==> src/rtl/arbiter_pkg.sv <==
// arbiter_pkg: shared types and helpers for the round-robin arbiter.
// Holds the round-robin pick function and source-index sizing.
package arbiter_pkg;

    localparam int MAX_CH = 64;
    localparam int IDX_W  = 6;

    typedef struct packed {
        logic             found;
        logic [IDX_W-1:0] idx;
    } pick_t;

    function automatic int src_w(input int ch);
        return (ch > 1) ? $clog2(ch) : 1;
    endfunction

    // First set bit of valid, scanning last+1, last+2, ... modulo n.
    function automatic pick_t rr_pick(
        input logic [MAX_CH-1:0] valid,
        input int                n,
        input int                last
    );
        pick_t            r;
        logic [IDX_W-1:0] c;
        r = '0;
        for (int k = 1; k <= MAX_CH; k++) begin
            c = IDX_W'((last + k) % n);
            if (k <= n && !r.found && valid[c]) begin
                r.found = 1'b1;
                r.idx   = c;
            end
        end
        return r;
    endfunction

endpackage

==> src/rtl/arbiter_buffer.sv <==
// arbiter_buffer: circular FIFO with push/pop, full/empty and count.
// Ports: i_push/i_data write, i_pop/o_data read head, o_full/o_empty/o_count.
module arbiter_buffer
    import arbiter_pkg::*;
#(
    parameter int WIDTH = 8,
    parameter int DEPTH = 2
) (
    input  logic                       i_clk,
    input  logic                       i_rst,
    input  logic                       i_push,
    input  logic [WIDTH-1:0]           i_data,
    input  logic                       i_pop,
    output logic [WIDTH-1:0]           o_data,
    output logic                       o_full,
    output logic                       o_empty,
    output logic [$clog2(DEPTH+1)-1:0] o_count
);

    localparam int PW = (DEPTH > 1) ? $clog2(DEPTH) : 1;
    localparam int CW = $clog2(DEPTH + 1);

    logic [WIDTH-1:0] mem [DEPTH];
    logic [PW-1:0]    wr_ptr;
    logic [PW-1:0]    rd_ptr;

    // Explicit wrap so non-power-of-2 depths work.
    function automatic logic [PW-1:0] bump(input logic [PW-1:0] p);
        return (p == PW'(DEPTH - 1)) ? '0 : p + 1'b1;
    endfunction

    always_ff @(posedge i_clk or posedge i_rst) begin
        if (i_rst) begin
            wr_ptr  <= '0;
            rd_ptr  <= '0;
            o_count <= '0;
            for (int i = 0; i < DEPTH; i++) begin
                mem[i] <= '0;
            end
        end else begin
            if (i_push) begin
                mem[wr_ptr] <= i_data;
                wr_ptr      <= bump(wr_ptr);
            end
            if (i_pop) begin
                rd_ptr <= bump(rd_ptr);
            end
            case ({i_push, i_pop})
                2'b10:   o_count <= o_count + 1'b1;
                2'b01:   o_count <= o_count - 1'b1;
                default: o_count <= o_count;
            endcase
        end
    end

    assign o_data  = mem[rd_ptr];
    assign o_full  = (o_count == CW'(DEPTH));
    assign o_empty = (o_count == '0);

endmodule

==> src/rtl/arbiter_rr.sv <==
// arbiter_rr: N-channel round-robin arbiter with output buffer and packet lock.
// Ports: i_in_* per-channel streams, o_in_ready grant, o_x_* buffered output.
module arbiter_rr
    import arbiter_pkg::*;
#(
    parameter int WIDTH    = 32,
    parameter int CHANNELS = 4,
    parameter int DEPTH    = 2,
    parameter int PACKET   = 0
) (
    input  logic                        i_clk,
    input  logic                        i_rst,
    input  logic [CHANNELS*WIDTH-1:0]   i_in_data,
    input  logic [CHANNELS-1:0]         i_in_last,
    input  logic [CHANNELS-1:0]         i_in_valid,
    output logic [CHANNELS-1:0]         o_in_ready,
    output logic [WIDTH-1:0]            o_x_data,
    output logic                        o_x_last,
    output logic [$clog2(CHANNELS)-1:0] o_x_source,
    output logic                        o_x_valid,
    input  logic                        i_x_ready
);

    localparam int SW = src_w(CHANNELS);
    localparam int BW = WIDTH + 1 + SW;
    localparam int CW = $clog2(DEPTH + 1);

    logic [SW-1:0]     last_grant;
    logic [SW-1:0]     lock_ch;
    logic [SW-1:0]     grant;
    logic              locked;
    logic              grant_ok;
    logic              space;
    logic              accept;
    logic              pop;
    logic              sel_valid;
    logic              sel_last;
    logic [WIDTH-1:0]  sel_data;
    logic [MAX_CH-1:0] valid_ext;
    pick_t             pick;
    logic [CW-1:0]     count;
    logic              full;
    logic              empty;
    logic              unused_full;
    logic [BW-1:0]     head;

    // A held lock overrides the round-robin scan.
    always_comb begin
        valid_ext = '0;
        valid_ext[CHANNELS-1:0] = i_in_valid;
        pick     = rr_pick(valid_ext, CHANNELS, int'(last_grant));
        grant    = '0;
        grant_ok = 1'b0;
        if (locked) begin
            grant    = lock_ch;
            grant_ok = 1'b1;
        end else if (pick.found) begin
            grant    = pick.idx[SW-1:0];
            grant_ok = 1'b1;
        end
    end

    always_comb begin
        sel_data   = '0;
        sel_last   = 1'b0;
        sel_valid  = 1'b0;
        o_in_ready = '0;
        for (int n = 0; n < CHANNELS; n++) begin
            if (grant == SW'(n)) begin
                sel_data      = i_in_data[n*WIDTH +: WIDTH];
                sel_last      = i_in_last[n];
                sel_valid     = i_in_valid[n];
                o_in_ready[n] = grant_ok && space && !i_rst;
            end
        end
    end

    // Space comes from the registered count only, never from i_x_ready.
    assign space  = (count < CW'(DEPTH));
    assign accept = grant_ok && space && sel_valid && !i_rst;
    assign pop    = o_x_valid && i_x_ready;

    always_ff @(posedge i_clk or posedge i_rst) begin
        if (i_rst) begin
            last_grant <= SW'(CHANNELS - 1);
            locked     <= 1'b0;
            lock_ch    <= '0;
        end else if (accept) begin
            last_grant <= grant;
            if (PACKET != 0) begin
                locked  <= !sel_last;
                lock_ch <= grant;
            end
        end
    end

    arbiter_buffer #(
        .WIDTH (BW),
        .DEPTH (DEPTH)
    ) u_buf (
        .i_clk   (i_clk),
        .i_rst   (i_rst),
        .i_push  (accept),
        .i_data  ({sel_data, sel_last, grant}),
        .i_pop   (pop),
        .o_data  (head),
        .o_full  (full),
        .o_empty (empty),
        .o_count (count)
    );

    assign unused_full = full;
    assign o_x_valid   = !empty;
    assign o_x_data    = head[BW-1 -: WIDTH];
    assign o_x_last    = head[SW];
    assign o_x_source  = head[SW-1:0];

endmodule

==> config.mk <==
export PLATFORM = sky130hd
export DESIGN_NAME = arbiter_rr
export DESIGN_NICKNAME = d
export VERILOG_FILES = /design/src/rtl/arbiter_pkg.sv /design/src/rtl/arbiter_buffer.sv /design/src/rtl/arbiter_rr.sv
export SDC_FILE = /design/constraint.sdc
export NUM_CORES = 1
export LEC_CHECK = 0
export BUFFER_PORTS_ARGS = -buffer_cell sky130_fd_sc_hd__buf_2
export CELL_PAD_IN_SITES_DETAIL_PLACEMENT = 0
export CELL_PAD_IN_SITES_GLOBAL_PLACEMENT = 1
export CORE_UTILIZATION = 39
export CTS_CLUSTER_DIAMETER = 60
export DETAILED_ROUTE_END_ITERATION = 7
export HOLD_SLACK_MARGIN = 0.1
export MAX_ROUTING_LAYER = met4
export PLACE_DENSITY_LB_ADDON = 0.1
export SYNTH_ARGS = -nofsm -noshare
export SYNTH_HDL_FRONTEND = slang
export SYNTH_HIERARCHICAL = 1
export SYNTH_SLANG_ARGS = --single-unit
==> constraint.sdc <==
create_clock -name i_clk -period 2.6 [get_ports i_clk]
set_clock_uncertainty 0.15 [all_clocks]
set_input_delay 0.26 -clock i_clk [delete_from_list [all_inputs] [get_ports i_clk]]
set_output_delay 0.26 -clock i_clk [all_outputs]
set_load 0.1 [all_outputs]
==> results of run 1 <==
[critical path, stage by stage, from the launching register on]
cell,delay (ns)
sky130_fd_sc_hd__dfstp_2,0.55
sky130_fd_sc_hd__buf_4,0.20
sky130_fd_sc_hd__a311o_2,0.29
sky130_fd_sc_hd__buf_4,0.27
sky130_fd_sc_hd__nand2_1,0.13
sky130_fd_sc_hd__nor2_2,0.14
sky130_fd_sc_hd__buf_12,0.19
[per-layer routing]
| layer | share of wire [%] | vias to the layer above | track usage [%] |
|---|---|---|---|
| met5 | 0 | - | - |
| li1 | - | 2153 | - |
| met3 | 5.9 | 9 | 3.71 |
| met2 | 47 | 188 | 38.2 |
| met4 | 0.85 | 0 | 5.91 |
| met1 | 46 | 2318 | 33.3 |
[timing repair]
action | CTS | global route
pin swaps | 2 | 0
endpoints found under the hold margin | 35 | 0
endpoints found under the setup margin | 4 | 1
cloned | 1 | 0
hold buffers | 1 | 0
buffers inserted | 3 | 0
gates resized for setup | 1 | 1
[per-stage QoR]
step / hold slack, ns / cells
after floorplan: 0.0215 / 454
after global placement: 0.171 / 765
after detailed placement: 0.175 / 765
after CTS: 0.178 / 786
after global routing: 0.207 / 786
final: 0.186 / 786
[sequential cells by signal, indices dropped and copies added (netlist names)]
signal,cells
u_buf/wr_ptr,1
u_buf/o_count,2
u_buf/rd_ptr,1
last_grant,2
u_buf/mem,70
[cell usage in the layout (no fill, tap or decap), drive strengths merged]
cell type / n
buf: 203
mux2: 105
dfrtp: 74
o31ai: 66
a41oi: 66
a22oi: 33
clkbuf: 11
nor2: 9
inv: 5
clkinv: 5
nand2b: 4
nand2: 4
nor2b: 3
xor2: 3
a21oi: 3
or2: 2
bufinv: 2
dfstp: 2
xnor2: 2
nor3: 2
o21ai: 2
nor3b: 1
a311o: 1
nor4: 1
and2: 1
o21a: 1
a21o: 1
dlygate4sd3: 1
ha: 1
[area by class of cell]
cell class	count	area [sq um]	area share, %
timing repair buffer	204	1210	18.3
sequential	76	1910	28.8
tap	172	215	3.25
clock buffer	11	243	3.67
multi-input combinational	311	2920	44.2
clock inverter	5	75.1	1.14
inverter	7	40.0	0.605
[worst max path at each step]
stage,start,end,slack (ns),depth (start not counted)
2_1_floorplan,last_grant[1],o_in_ready[2],-0.06,7
3_3_place_gp,i_in_valid[2],u_buf/mem[20],0.15,7
3_5_place_dp,i_in_valid[2],u_buf/mem[20],0.11,7
4_1_cts,last_grant[0],o_in_ready[2],0.04,6
5_1_grt,last_grant[1],o_in_ready[0],0.001,6
6_report,last_grant[1],o_in_ready[1],0.1,6
==> out/summary.txt, run 1 <==
Result of the run -> complete, no violations
Input/output buffers -> 178
Post-route minimum period -> 2.50 ns
Hold Crit Endpoint -> u_buf/rd_ptr
Iter 0 DRT Violations -> 260
Crit path capture type -> output port
1st-pass router iterations -> 5
Fin area -> 6610 sq um
Critical path launch point type -> flip-flop
Global placer's final weighted congestion -> 0.759
Crit path max fanout -> 16
Vertical die dimension -> 117 microns
Final standard cell utilization of the core -> 51.8%
Pin count of the biggest net entering global routing -> 42
Row count -> 41
Clock root buffer -> sky130_fd_sc_hd__clkbuf_16
Max-cap viol count -> 0
Final Hold Violating Endpoints -> 0
Overall routed net length -> 15700 microns
DP HPWL -> 10500 microns
RSZ-0062 raised after global routing -> false
Net count after synthesis -> 594
Clock transition at path regs -> 0.06 ns
Class of the most critical hold timing path -> in2reg
Arr. time, crit path -> 2.09 ns
Least-Margin Pin Slew -> 0.861 ns
Top-level port count -> 179
Total Neg Setup Slack -> 0 ns
# H-tree levels -> 3
Max Fclk -> 0.400 GHz
Setup Crit Path Kind -> reg2out
First-pass GRT wire length -> 25000 microns
Standard cell area after detailed placement -> 6250 sq um
Via count of the first global-routing pass -> 4768
Residual overflow from global routing -> 0
Antenna violations before repair -> 0
Share of layout cells above drive strength 1 -> 55.9%
Source-to-sink clock delay at the later pin of the worst-skew pair -> 0.32 ns
Overall die area -> 13700 sq um
Reg2reg setup slack -> 0.18 ns
Data required time at the worst endpoint -> 2.19 ns
Fin. max-slew vios -> 0
Remaining design rule violation count -> 0
Synth warnings -> 12
Standard cell core area -> 12800 sq um
Global routing usage summed across all routing layers -> 24.5%
Layout area overhead -> 27.7%
Source of the worst register-to-register timing path -> last_grant[0]
Post-detailed-route count of antenna-violating nets -> 0
Starting Density -> 40.6%
Via/cell ratio -> 5.94
Post-synthesis instance area -> 5180 sq um
TritonCTS clock tree -> yes
Source of the worst hold timing path -> i_x_ready
Number of CTS-inserted buffers -> 9
R2r endpoint -> u_buf/mem[56]
Net count reported at finish -> 749
Clk sink count -> 76
Post-detailed-route wirelength per cell -> 20.0 microns
Final worst setup slack -> 0.0971 ns
Crit share post-route -> 96.3%
Vias post-DR -> 4668
X dimension of the die -> 117 microns
Worst slew margin -> 42.6%
Final setup fails -> 0
Hold depth -> 3
Post-Synthesis Mean Instance Area -> 11.4 sq um
Worst Reg2Reg Path Length in Cells -> 7
Number of fillers in the final layout -> 1169
Count of mapped cells out of synthesis -> 454
Post-Place Worst Slack -> 0.106 ns
Antenna diode count -> 0
Maximum count of clock buffers along a single path -> 2
Power of run 1 is left out: the tool's default activity adds up to more than one toggle a clock period on the data nets, which glitch-free logic cannot reach.
==> run 2: changes to the inputs <==
--- a/config.mk
+++ b/config.mk
@@ -6,14 +6,12 @@
 export NUM_CORES = 1
 export LEC_CHECK = 0
 export BUFFER_PORTS_ARGS = -buffer_cell sky130_fd_sc_hd__buf_2
-export CELL_PAD_IN_SITES_DETAIL_PLACEMENT = 0
-export CELL_PAD_IN_SITES_GLOBAL_PLACEMENT = 1
-export CORE_UTILIZATION = 39
+export CORE_UTILIZATION = 51
 export CTS_CLUSTER_DIAMETER = 60
 export DETAILED_ROUTE_END_ITERATION = 7
 export HOLD_SLACK_MARGIN = 0.1
 export MAX_ROUTING_LAYER = met4
-export PLACE_DENSITY_LB_ADDON = 0.1
+export PLACE_DENSITY = 0.81
 export SYNTH_ARGS = -nofsm -noshare
 export SYNTH_HDL_FRONTEND = slang
 export SYNTH_HIERARCHICAL = 1
==> out/summary.txt, run 2 (synthesized netlist as in run 1, its figures left out) <==
Min Hold Slack -> 0.199 ns (was 0.186 ns)
Input/output buffers -> 178 (unchanged)
Setup Crit Path Kind -> reg2out (unchanged)
Share of layout cells above drive strength 1 -> 56.1% (was 55.9%)
Remaining design rule violation count -> 0 (unchanged)
Number of CTS-inserted buffers -> 9 (unchanged)
Number of fillers in the final layout -> 812 (was 1169)
Crit path max fanout -> 19 (was 16)
Layout area overhead -> 24.9% (was 27.7%)
Post-detailed-route count of antenna-violating nets -> 0 (unchanged)
Slowest stage cell on the critical path -> sky130_fd_sc_hd__dfstp_2 (unchanged)
Clock transition at path regs -> 0.07 ns (was 0.06 ns)
Leading cell type in the layout, fill and taps excluded -> sky130_fd_sc_hd__buf_2 (unchanged)
Commonest cells after routing, fill and taps aside -> sky130_fd_sc_hd__buf_2, sky130_fd_sc_hd__mux2_2, sky130_fd_sc_hd__dfrtp_1 (unchanged)
Worst path cell trace -> nor3b_1, a311o_2, inv_8, nand2_1, nor2_2, buf_12 (was buf_4, a311o_2, buf_4, nand2_1, nor2_2, buf_12)
Row count -> 36 (was 41)
Class of the most critical hold timing path -> in2reg (unchanged)
Net count reported at finish -> 748 (was 749)
Post-detailed-route wirelength per cell -> 19.6 microns (was 20.0 microns)
Clk sink count -> 76 (unchanged)
Iter 0 DRT Violations -> 254 (was 260)
Max-cap viol count -> 0 (unchanged)
Largest regs -> u_buf/mem x70, last_grant x2, u_buf/o_count x2 (unchanged)
1st-pass router iterations -> 5 (unchanged)
Post-Place Worst Slack -> 0.211 ns (was 0.106 ns)
Via/cell ratio -> 6.32 (was 5.94)
Top-level port count -> 179 (unchanged)
Biggest cell delay along the critical path -> 0.60 ns (was 0.55 ns)
TritonCTS clock tree -> yes (unchanged)
Crit share post-route -> 95.3% (was 96.3%)
Antenna violations before repair -> 0 (unchanged)
Critical path launch point type -> flip-flop (unchanged)
Worst slew margin -> 45.9% (was 42.6%)
Via count of the first global-routing pass -> 4540 (was 4768)
Global placer's final weighted congestion -> 0.779 (was 0.759)
Starting Density -> 52.8% (was 40.6%)
Least-Margin Pin Slew -> 0.812 ns (was 0.861 ns)
Cell family contributing the most delay on the critical path -> flip-flops (was buffers and inverters)
Data required time at the worst endpoint -> 2.19 ns (about the same)
Overall die area -> 10600 sq um (was 13700 sq um)
Most flops, register -> u_buf/mem (unchanged)
Standard cell core area -> 9820 sq um (was 12800 sq um)
Global routing usage summed across all routing layers -> 28.7% (was 24.5%)
Maximum count of clock buffers along a single path -> 2 (unchanged)
Result of the run -> complete, no violations (unchanged)
Pin count of the biggest net entering global routing -> 75 (was 42)
Vias post-DR -> 4711 (was 4668)
RSZ-0062 raised after global routing -> false (unchanged)
Post-route minimum period -> 2.48 ns (was 2.50 ns)
Antenna diode count -> 0 (unchanged)
Arr. time, crit path -> 2.07 ns (was 2.09 ns)
# H-tree levels -> 3 (unchanged)
Fin. max-slew vios -> 0 (unchanged)
Crit path capture type -> output port (unchanged)
Buf+Inv Stages, Crit Path -> 2 (was 3)
Clock root buffer -> sky130_fd_sc_hd__clkbuf_8 (was sky130_fd_sc_hd__clkbuf_16)
Final worst setup slack -> 0.123 ns (was 0.0971 ns)
Max reg flops -> 70 (unchanged)
X dimension of the die -> 103 microns (was 117 microns)
Final Hold Violating Endpoints -> 0 (unchanged)
Source-to-sink clock delay at the later pin of the worst-skew pair -> 0.34 ns (was 0.32 ns)
First-pass GRT wire length -> 22400 microns (was 25000 microns)
Max Fclk -> 0.404 GHz (was 0.400 GHz)
Final setup fails -> 0 (unchanged)
DP HPWL -> 9760 microns (was 10500 microns)
Vertical die dimension -> 103 microns (was 117 microns)
Residual overflow from global routing -> 0 (unchanged)
Overall routed net length -> 14600 microns (was 15700 microns)
## run 2: cell types whose count changed in the layout (fill, tap and decap cells not counted), moves of 2 or more
cell and change:
sky130_fd_sc_hd__buf_4 -2, sky130_fd_sc_hd__clkbuf_16 -9, sky130_fd_sc_hd__clkbuf_8 +12, sky130_fd_sc_hd__clkinv_2 -3
## run 2: final timing paths
check                                    from       endpoint  depth (start not counted)  slack (ns)
worst max-delay path            last_grant[1]  o_in_ready[2]                          6        0.12
worst min-delay path                i_x_ready   u_buf/rd_ptr                          3        0.20
worst max register to register  last_grant[0]  u_buf/mem[16]                          6        0.23
worst min register to register  u_buf/mem[64]  u_buf/mem[64]                          1        0.35
max in group asynchronous               i_rst  u_buf/mem[53]                          4        1.56
min in group asynchronous               i_rst  last_grant[1]                          3        0.37
## run 2: cell type report
class	instances	area, sq um	area share [%]
multi-input cells	311	2930	45.2
clock buffers	13	179	2.76
repair buffers	203	1220	18.8
inverters	7	33.8	0.522
well taps	133	166	2.57
flip-flops and latches	76	1910	29.4
clock inverters	3	42.5	0.657
## run 2: through the flow
stage / setup TNS [ns] / cell area (sq um) / utilization [%] / std cells
6_report: 0 / 6470 / 65.9 / 746
3_5_place_dp: 0 / 6190 / 63.1 / 724
4_1_cts: 0 / 6460 / 65.8 / 745
5_1_grt: 0 / 6470 / 65.9 / 746
3_3_place_gp: 0 / 6190 / 63.1 / 724
2_1_floorplan: -0.0571 / 5190 / - / 454
## run 2: tightest hold or removal path, stage by stage
cell and delay [ns]:
sky130_fd_sc_hd__buf_2 0.09, sky130_fd_sc_hd__nor2b_1 0.15, sky130_fd_sc_hd__xor2_1 0.15
## run 2: layer usage
layer	up-vias	share of wire, %	global-route usage (%)
met5	-	0	-
met1	2308	43	36.1
met3	31	5.9	3.25
met4	0	2.5	13.1
li1	2148	-	-
met2	224	49	46.6
## run 2: repair_timing
| action | in CTS | in global routing |
|---|---|---|
| endpoints found under the setup margin | 4 | 2 |
| setup buffers | 3 | 1 |
| cloned | 1 | 0 |
| hold buffers | 1 | 0 |
| pin swaps | 3 | 0 |
| hold endpoints to repair | 76 | 0 |
| resized for setup | 1 | 1 |
Power of run 2 is left out for the same reason.
==> run 3: changes to the inputs <==
--- a/config.mk
+++ b/config.mk
@@ -6,12 +6,12 @@
 export NUM_CORES = 1
 export LEC_CHECK = 0
 export BUFFER_PORTS_ARGS = -buffer_cell sky130_fd_sc_hd__buf_2
-export CORE_UTILIZATION = 51
+export CORE_MARGIN = 4
+export CORE_UTILIZATION = 30
 export CTS_CLUSTER_DIAMETER = 60
 export DETAILED_ROUTE_END_ITERATION = 7
 export HOLD_SLACK_MARGIN = 0.1
 export MAX_ROUTING_LAYER = met4
-export PLACE_DENSITY = 0.81
 export SYNTH_ARGS = -nofsm -noshare
 export SYNTH_HDL_FRONTEND = slang
 export SYNTH_HIERARCHICAL = 1
==> out/summary.txt, run 3 (synthesized netlist as in run 1, its figures left out) <==
Least-Margin Pin Slew -> 1.03 ns (was 0.812 ns)
Critical path launch point type -> flip-flop (unchanged)
Storage cell area -> 1910 sq um (unchanged)
Source-to-sink clock delay at the later pin of the worst-skew pair -> 0.34 ns (about the same)
Overall die area -> 19400 sq um (was 10600 sq um)
Top-level port count -> 179 (unchanged)
Net count reported at finish -> 749 (was 748)
Overall routed net length -> 17200 microns (was 14600 microns)
Result of the run -> complete, no violations (unchanged)
Clk sink count -> 76 (unchanged)
Vertical die dimension -> 139 microns (was 103 microns)
Hold depth -> 3 (unchanged)
First-pass GRT wire length -> 26700 microns (was 22400 microns)
Crit path capture type -> output port (unchanged)
Max-cap viol count -> 0 (unchanged)
Starting Density -> 30.9% (was 52.8%)
Number of fillers in the final layout -> 1629 (was 812)
Number of CTS-inserted buffers -> 9 (unchanged)
Via/cell ratio -> 5.73 (was 6.32)
Residual overflow from global routing -> 0 (unchanged)
Worst Reg2Reg Path Length in Cells -> 6 (unchanged)
Pin count of the biggest net entering global routing -> 39 (was 75)
Worst slew margin -> 31.2% (was 45.9%)
Source of the worst register-to-register timing path -> last_grant[0] (unchanged)
Multi-input gate area -> 2940 sq um (was 2930 sq um)
Maximum count of clock buffers along a single path -> 2 (unchanged)
Share of layout cells above drive strength 1 -> 56.2% (was 56.1%)
Max reg flops -> 70 (unchanged)
Via count of the first global-routing pass -> 5014 (was 4540)
Layout area overhead -> 30.0% (was 24.9%)
Leading cell type in the layout, fill and taps excluded -> sky130_fd_sc_hd__buf_2 (unchanged)
Data required time at the worst endpoint -> 2.19 ns (about the same)
Post-detailed-route wirelength per cell -> 20.5 microns (was 19.6 microns)
# H-tree levels -> 3 (unchanged)
Crit share post-route -> 96.9% (was 95.3%)
Reg2reg setup slack -> 0.24 ns (was 0.23 ns)
Final standard cell utilization of the core -> 40.2% (was 65.9%)
DP HPWL -> 11600 microns (was 9760 microns)
TritonCTS clock tree -> yes (unchanged)
Crit path max fanout -> 28 (was 19)
X dimension of the die -> 139 microns (was 103 microns)
Iter 0 DRT Violations -> 283 (was 254)
Remaining design rule violation count -> 0 (unchanged)
Arr. time, crit path -> 2.11 ns (was 2.07 ns)
Clock root buffer -> sky130_fd_sc_hd__clkbuf_16 (was sky130_fd_sc_hd__clkbuf_8)
Vias post-DR -> 4788 (was 4711)
Fin. max-slew vios -> 0 (unchanged)
Commonest cells after routing, fill and taps aside -> sky130_fd_sc_hd__buf_2, sky130_fd_sc_hd__mux2_2, sky130_fd_sc_hd__dfrtp_1 (unchanged)
Standard cell core area -> 16800 sq um (was 9820 sq um)
Final setup fails -> 0 (unchanged)
Post-detailed-route count of antenna-violating nets -> 0 (unchanged)
Input/output buffers -> 178 (unchanged)
Max Fclk -> 0.397 GHz (was 0.404 GHz)
Final Hold Violating Endpoints -> 0 (unchanged)
R2r endpoint -> u_buf/mem[38] (was u_buf/mem[16])
1st-pass router iterations -> 5 (unchanged)
Hold Crit Endpoint -> u_buf/rd_ptr (unchanged)
Global routing usage summed across all routing layers -> 17.5% (was 28.7%)
Source of the worst hold timing path -> i_x_ready (unchanged)
Antenna violations before repair -> 2 (was 0)
Class of the most critical hold timing path -> in2reg (unchanged)
Post-route minimum period -> 2.52 ns (was 2.48 ns)
Setup Crit Path Kind -> reg2out (unchanged)
Row count -> 47 (was 36)
Global placer's final weighted congestion -> 0.760 (was 0.779)
Largest regs -> u_buf/mem x70, last_grant x2, u_buf/o_count x2 (unchanged)
Most flops, register -> u_buf/mem (unchanged)
Clock transition at path regs -> 0.06 ns (was 0.07 ns)
-- run 3: cell types whose count changed in the layout (fill, tap and decap cells not counted), moves of 2 or more --
| cell | change |
|---|---|
| sky130_fd_sc_hd__clkbuf_8 | -13 |
| sky130_fd_sc_hd__clkbuf_16 | +9 |
| sky130_fd_sc_hd__buf_12 | +3 |
| sky130_fd_sc_hd__buf_4 | -3 |
| sky130_fd_sc_hd__diode_2 | +2 |
-- run 3: critical path, cell delays in order, from the launching register on --
cell and delay, ns:
sky130_fd_sc_hd__dfstp_2 0.57, sky130_fd_sc_hd__nor3b_1 0.07, sky130_fd_sc_hd__a311o_2 0.44, sky130_fd_sc_hd__clkinv_8 0.17, sky130_fd_sc_hd__nand2_1 0.15, sky130_fd_sc_hd__nor2_2 0.18, sky130_fd_sc_hd__buf_12 0.19
-- run 3: layout make-up --
cell class | instances | share of cell area [%]
multi-input combinational | 312 | 43.6
sequential | 76 | 28.3
timing repair buffer | 203 | 18.6
clock buffer | 10 | 3.40
clock inverter | 6 | 1.32
inverter | 7 | 0.594
antenna | 2 | 0.0743
tap | 220 | 4.09
-- run 3: timing repair --
| item | in CTS | in global routing |
|---|---|---|
| hold buffers | 1 | 0 |
| endpoints found under the setup margin | 5 | 4 |
| endpoints found under the hold margin | 38 | 0 |
| resized for setup | 2 | 5 |
| setup buffers | 1 | 0 |
| pin swaps | 1 | 0 |
| gates cloned | 2 | 0 |
-- run 3: worst max path at each step --
| stage | from | to | slack [ns] | cells after the start |
|---|---|---|---|---|
| after floorplan | last_grant[1] | o_in_ready[2] | -0.06 | 7 |
| after global placement | i_in_valid[2] | u_buf/mem[3] | 0.07 | 7 |
| after detailed placement | i_in_valid[2] | u_buf/mem[3] | -0.002 | 7 |
| after CTS | i_rst | o_in_ready[2] | 0.02 | 7 |
| after global routing | last_grant[0] | o_in_ready[2] | -0.02 | 6 |
| final | last_grant[1] | o_in_ready[2] | 0.08 | 6 |
-- run 3: through the flow --
stage	area [sq um]	setup WS (ns)	hold slack, ns	std cells	TNS, ns
after floorplan	5190	-0.0571	0.0215	454	-0.0571
after global placement	6350	0.0749	0.169	814	0
after detailed placement	6350	-0.00244	0.165	814	-0.00244
after CTS	6710	0.0209	0.163	834	0
after global routing	6740	-0.0179	0.167	836	-0.0179
final	6740	0.0810	0.165	836	0
-- run 3: metal layers --
layer / part of all wire (%) / wire (microns) / GRT usage [%]
met1: 42 / 7230 / 21.7
met2: 49 / 8350 / 27.9
met3: 7.2 / 1230 / 4.15
met4: 2.1 / 359 / 6.64
met5: 0 / 0 / -
Power of run 3 is left out for the same reason.
